[src/rtl/uart_frame_serializer.sv]
// Frame-to-byte serializer: streams up to N_BYTES bytes of a parallel frame into a
// byte-wide UART transmitter, with a one-frame shadow buffer for back-to-back loads.
module uart_frame_serializer #(
   parameter int N_BYTES     = 51,
   parameter int MSB_FIRST   = 1,
   parameter int ACK_TIMEOUT = 4,
   parameter int LW          = $clog2(N_BYTES + 1)
) (
   input  logic                   clk,
   input  logic                   rst_n,
   input  logic [8*N_BYTES-1:0]   data_in,
   input  logic [LW-1:0]          len_in,
   input  logic                   load,
   input  logic                   tx_busy,
   output logic [7:0]             tx_data,
   output logic                   tx_send,
   output logic                   ready,
   output logic                   active,
   output logic                   done,
   output logic                   overflow
);

   localparam int FW = 8 * N_BYTES;
   localparam int TW = $clog2(ACK_TIMEOUT + 1);
   localparam logic [LW-1:0] LEN_MAX = LW'(N_BYTES);
   localparam logic [TW-1:0] TO_MAX  = TW'(ACK_TIMEOUT);

   typedef enum logic [1:0] {
      IDLE    = 2'd0,
      SEND    = 2'd1,
      WAIT_HI = 2'd2,
      WAIT_LO = 2'd3
   } state_t;

   state_t          r_state;
   state_t          w_state_next;
   logic [FW-1:0]   r_work;
   logic [LW-1:0]   r_cnt;
   logic [FW-1:0]   r_sh_data;
   logic [LW-1:0]   r_sh_len;
   logic            r_sh_valid;
   logic [TW-1:0]   r_to;
   logic [7:0]      r_tx_data;
   logic            r_tx_send;
   logic            r_done;
   logic            r_overflow;

   logic [LW-1:0]   w_len_clamped;
   logic [7:0]      w_head;
   logic [FW-1:0]   w_shifted;
   logic [TW-1:0]   w_to_inc;
   logic            w_take_in;
   logic            w_take_sh;
   logic            w_sh_set;
   logic            w_sh_clr;
   logic            w_ovf_set;
   logic            w_send;
   logic            w_done;
   logic            w_to_step;

   assign w_len_clamped = (len_in == '0 || len_in > LEN_MAX) ? LEN_MAX : len_in;
   assign w_to_inc      = r_to + TW'(1);

   generate
      if (MSB_FIRST != 0) begin : g_msb
         assign w_head    = r_work[FW-1 -: 8];
         assign w_shifted = {r_work[FW-9:0], 8'h00};
      end else begin : g_lsb
         assign w_head    = r_work[7:0];
         assign w_shifted = {8'h00, r_work[FW-1:8]};
      end
   endgenerate

   always_ff @(posedge clk or negedge rst_n) begin
      if (!rst_n) begin
         r_state <= IDLE;
      end else begin
         r_state <= w_state_next;
      end
   end

   always_comb begin
      w_state_next = r_state;
      w_take_in    = 1'b0;
      w_take_sh    = 1'b0;
      w_sh_set     = 1'b0;
      w_sh_clr     = 1'b0;
      w_ovf_set    = 1'b0;
      w_send       = 1'b0;
      w_done       = 1'b0;
      w_to_step    = 1'b0;
      case (r_state)
         IDLE: begin
            // A pending shadow frame always goes out before a newly loaded one.
            if (load) begin
               w_state_next = SEND;
               if (r_sh_valid) begin
                  w_take_sh = 1'b1;
                  w_sh_set  = 1'b1;
               end else begin
                  w_take_in = 1'b1;
               end
            end else if (r_sh_valid) begin
               w_take_sh    = 1'b1;
               w_sh_clr     = 1'b1;
               w_state_next = SEND;
            end
         end
         SEND: begin
            if (!tx_busy) begin
               w_send       = 1'b1;
               w_state_next = WAIT_HI;
            end
         end
         WAIT_HI: begin
            if (tx_busy) begin
               w_state_next = WAIT_LO;
            end else begin
               w_to_step = 1'b1;
               if (w_to_inc == TO_MAX) begin
                  w_state_next = WAIT_LO;
               end
            end
         end
         WAIT_LO: begin
            if (!tx_busy) begin
               if (r_cnt != '0) begin
                  w_state_next = SEND;
               end else begin
                  w_done = 1'b1;
                  if (r_sh_valid) begin
                     w_take_sh    = 1'b1;
                     w_sh_clr     = 1'b1;
                     w_state_next = SEND;
                  end else if (load) begin
                     // Load coinciding with completion starts immediately, no IDLE cycle.
                     w_take_in    = 1'b1;
                     w_state_next = SEND;
                  end else begin
                     w_state_next = IDLE;
                  end
               end
            end
         end
         default: w_state_next = IDLE;
      endcase
      if (load && r_state != IDLE && !w_take_in) begin
         if (!r_sh_valid || w_sh_clr) begin
            w_sh_set = 1'b1;
         end else begin
            w_ovf_set = 1'b1;
         end
      end
   end

   always_ff @(posedge clk or negedge rst_n) begin
      if (!rst_n) begin
         r_work     <= '0;
         r_cnt      <= '0;
         r_sh_data  <= '0;
         r_sh_len   <= '0;
         r_sh_valid <= 1'b0;
         r_to       <= '0;
         r_tx_data  <= 8'h00;
         r_tx_send  <= 1'b0;
         r_done     <= 1'b0;
         r_overflow <= 1'b0;
      end else begin
         if (w_take_in) begin
            r_work <= data_in;
            r_cnt  <= w_len_clamped;
         end else if (w_take_sh) begin
            r_work <= r_sh_data;
            r_cnt  <= r_sh_len;
         end else if (w_send) begin
            r_work    <= w_shifted;
            r_cnt     <= r_cnt - LW'(1);
            r_tx_data <= w_head;
         end
         r_tx_send <= w_send;
         r_done    <= w_done;
         if (w_send) begin
            r_to <= '0;
         end else if (w_to_step) begin
            r_to <= w_to_inc;
         end
         if (w_sh_set) begin
            r_sh_data  <= data_in;
            r_sh_len   <= w_len_clamped;
            r_sh_valid <= 1'b1;
         end else if (w_sh_clr) begin
            r_sh_valid <= 1'b0;
         end
         if (w_ovf_set) begin
            r_overflow <= 1'b1;
         end
      end
   end

   assign tx_data  = r_tx_data;
   assign tx_send  = r_tx_send;
   assign done     = r_done;
   assign overflow = r_overflow;
   assign ready    = ~r_sh_valid;
   assign active   = (r_state != IDLE);

endmodule
[config.mk]
export PLATFORM = sky130hd
export DESIGN_NAME = uart_frame_serializer
export DESIGN_NICKNAME = d
export VERILOG_FILES = /design/src/rtl/uart_frame_serializer.sv
export SDC_FILE = /design/constraint.sdc
export NUM_CORES = 2
export LEC_CHECK = 0
export CAP_MARGIN = 25
export CELL_PAD_IN_SITES_DETAIL_PLACEMENT = 0
export CELL_PAD_IN_SITES_GLOBAL_PLACEMENT = 1
export CORE_UTILIZATION = 45
export DETAILED_ROUTE_END_ITERATION = 7
export GPL_TIMING_DRIVEN = 0
export PLACE_DENSITY = 0.83
export SYNTH_ARGS = -nofsm -noshare
export SYNTH_HDL_FRONTEND = slang
export SYNTH_SLANG_ARGS = --single-unit
[constraint.sdc]
create_clock -name clk -period 3.5 [get_ports clk]
set_clock_uncertainty 0.2 [all_clocks]
set_input_delay 0.525 -clock clk [delete_from_list [all_inputs] [get_ports clk]]
set_output_delay 0.525 -clock clk [all_outputs]
set_load 0.01 [all_outputs]
==> metrics.md <==
| Metric | Value |
|---|---|
| Routed Antenna Nets | 0 |
| Sequential share of power | 40.7% |
| Core area | 0.0780 mm^2 |
| Switching share of power | 32.5% |
| Status | complete, no violations |
| Peak supply drop | 0.000448 V |
| Mapped Nets | 2,872 |
| Period utilization | 95.7% |
| Fin Setup TNS | 0 ns |
| Relative slew margins | 46.7% |
| Die X | 284 um |
| FMAX | 0.299 GHz |
| Setup CP Type | flip-flop to flip-flop |
| Fin worst setup slack | 0.152 ns |
| Grt ovf | 0 |
| Post-DP HPWL | 71,100 um |
| Largest net degree at the start of global routing | 134 |
| CP peak stage delay | 0.50 ns |
| Final min period | 3.35 ns |
| GP Congestion | 0.881 |
| Syn avg cell area | 14.6 um^2 |
| Storage cell area | 0.0211 mm^2 |
| Routed WL | 99,000 um |
| Via count | 25.0k |
| Critical path's top delay family | buffers and inverters |
| Clock sinks | 845 |
| Post-CTS Setup Bufs | 0 |
| Vias in the first global route | 26.6k |
| Die Height | 284 um |
| CTS buffer count | 90 |
| Initial Util | 45.8% |
| Top_reg_cell synth | dfrtp_1 |
| Post-synth EDFFs | 0 |
| Remaining DRCs | 0 |
| Post-synthesis cell area | 0.0357 mm^2 |
| Max clock buf depth | 3 |
| Area delta synth->final | 25.5% |
| Wire length per cell | 24.2 um |
| Iter 0 DRT Violations | 1,900 |
| Clock share of power | 23.9% |
| Number of antenna violations at the first check in global routing | 17 |
| Number of library cell types mapped by synthesis | 44 |
| Via-to-Cell Ratio | 6.10 |
| Pwr dens | 959 mW/mm^2 |
| Port-buffer cells | 430 |
| Yosys warning count | 0 |
| Sw Pwr | 13.9 mW |
| Row count | 102 |
| Multi-input combinational cell area | 0.0131 mm^2 |
| Flop and latch count out of synthesis | 845 |
| Synthesized netlist cell count | 2,446 |
| Clock Latency Late Sink | 0.63 ns |
| Slowest-stage cell, CP | clkbuf_1 |
| Worst path cell trace | inv_1, ha_1, inv_1, a22oi_2, o21a_1, buf_2, clkbuf_2, clkbuf_1, a221o_1 |
| Slew @ Worst Pin | 0.799 ns |
| Setup WS pre-CTS | -0.624 ns |
| Crit path max fanout | 10 |
| Most common cell after layout, fill and taps aside | dfrtp_1 |
| GRT Resource Usage Total | 24.4% |
| Setup crit start kind | flip-flop |
| Top cell by count, worst path | inv_1 |
| Sequential share of the synthesized area | 59.2% |
| Filler cells | 6,119 |
| Worst-path clk slew | 0.06 ns |
| Max_cap viols | 0 |
| Pint | 29.0 mW |
| Most frequent cells in the layout | dfrtp_1, clkdlybuf4s50_1, a22o_1, a221o_1, mux2_2 |
| Share of cells above drive strength 1 | 20.8% |
| Fin nets | 3,403 |
| # setup viols final | 0 |
| Full die area | 0.0805 mm^2 |
| Leakage power | 19.4 nW |
| Synth async-reset ratio | 100% |
| First-pass GRT wire length | 154,000 um |
| TritonCTS clock tree | done |
| Number of I/O pins | 431 |
| Worst hold-check path type | flip-flop to flip-flop |
| Worst Path Arrival | 3.70 ns |
| H-tree depth | 3 |
| Max-slew violation count | 0 |
| Drt pass-1 iters | 5 |
| Fin. Hold Viols | 0 |
| Clk root buf | clkbuf_16 |
| Worst Path Buf+Inv | 5 |
| CP Data Required Time | 3.85 ns |
| Critical Path Sink Type | flip-flop |
| Combinational share of power | 35.4% |
| RSZ-0062 raised after global routing | no |
==> per-layer routing <==
| layer | track usage [%] | vias to the layer above | share of wire, % |
|---|---|---|---|
| met4 | 8.36 | 24 | 2.9 |
| met3 | 5.02 | 220 | 6.1 |
| li1 | - | 10900 | - |
| met2 | 40.3 | 835 | 49 |
| met5 | 0 | - | 0.16 |
| met1 | 32.1 | 13000 | 42 |
==> cell type report <==
| type | instances | share of cell area [%] |
|---|---|---|
| Sequential cell | 845 | 47.2 |
| Inverter | 13 | 0.109 |
| Antenna cell | 5 | 0.0279 |
| Clock inverter | 46 | 1.44 |
| Clock buffer | 121 | 5.79 |
| Tap cell | 1040 | 2.91 |
| Multi-Input combinational cell | 1357 | 29.3 |
| Timing Repair Buffer | 439 | 10.1 |
| Buffer | 231 | 3.18 |
==> worst paths after layout <==
path / cells past startpoint / to / from / slack (ns)
setup / recovery: 9 / r_work[197]$_DFFE_PN0P_ / r_state[0]$_DFFE_PN0P_ / 0.15
hold / removal: 1 / overflow$_DFFE_PN0P_ / overflow$_DFFE_PN0P_ / 0.28
setup reg to reg: 9 / r_work[197]$_DFFE_PN0P_ / r_state[0]$_DFFE_PN0P_ / 0.15
hold reg to reg: 1 / overflow$_DFFE_PN0P_ / overflow$_DFFE_PN0P_ / 0.28
max in group asynchronous: 5 / r_work[134]$_DFFE_PN0P_ / rst_n / 0.46
min in group asynchronous: 2 / r_work[369]$_DFFE_PN0P_ / rst_n / 0.32
==> repair_timing <==
item	4_1_cts	5_1_grt
hold endpoints to repair	97	0
gates resized for setup	10	4
hold buffers	1	0
setup endpoints to repair	399	288
==> sequential cells by signal, summed over array words and instances (netlist names) <==
name        count
r_sh_data     408
r_work        408
tx_data         8
r_cnt           6
r_sh_len        6
r_to            3
r_state         2
done            1
overflow        1
r_sh_valid      1
tx_send         1
==> stage by stage <==
| stage | hold slack, ns | util, % | cells | cell area (um^2) | total power, mW |
|---|---|---|---|---|---|
| 6_report | 0.282 | 57.4 | 4097 | 44800 | 42.9 |
| 5_1_grt | 0.290 | 57.4 | 4097 | 44800 | 45.3 |
| 4_1_cts | 0.251 | 57.4 | 4092 | 44800 | 43.1 |
| 3_5_place_dp | 0.256 | 53.2 | 3924 | 41500 | 32.6 |
| 3_3_place_gp | 0.259 | 53.0 | 3916 | 41300 | 31.8 |
| 2_1_floorplan | 0.0294 | - | 2446 | 35700 | 27.8 |
==> cells by family after synthesis <==
| family | share of synthesized area [%] |
|---|---|
| DFF | 59.2 |
| xor gates and xnor gates | 0.0982 |
| buffers and inverters | 4.10 |
| and+or+nand+nor | 0.873 |
| muxes | 13.2 |
| adders and majority gates | 0.280 |
| AOI/OAI and AO/OA | 22.2 |
==> cells in the mapped netlist (all sizes together), types with 10 or more instances <==
cell type,n,share of area (%)
nor2,22,0.23
buf,140,3.0
nand2,17,0.18
mux2,416,13
a221o,401,11
a21oi,28,0.39
nand3,10,0.14
a22o,402,9.9
dfrtp,845,59
inv,12,0.13
clkbuf,91,0.96
==> power by group through the flow <==
stage	logic [mW]	clock network, mW	registers (mW)
finish	15.2	10.3	17.5
global route	16.5	10.9	17.9
CTS	15.3	10.5	17.4
detailed placement	15.2	0	17.5
global placement	14.4	0	17.4
floorplan	11.4	0	16.4
No activity file was read; power rests on OpenSTA's default activity.
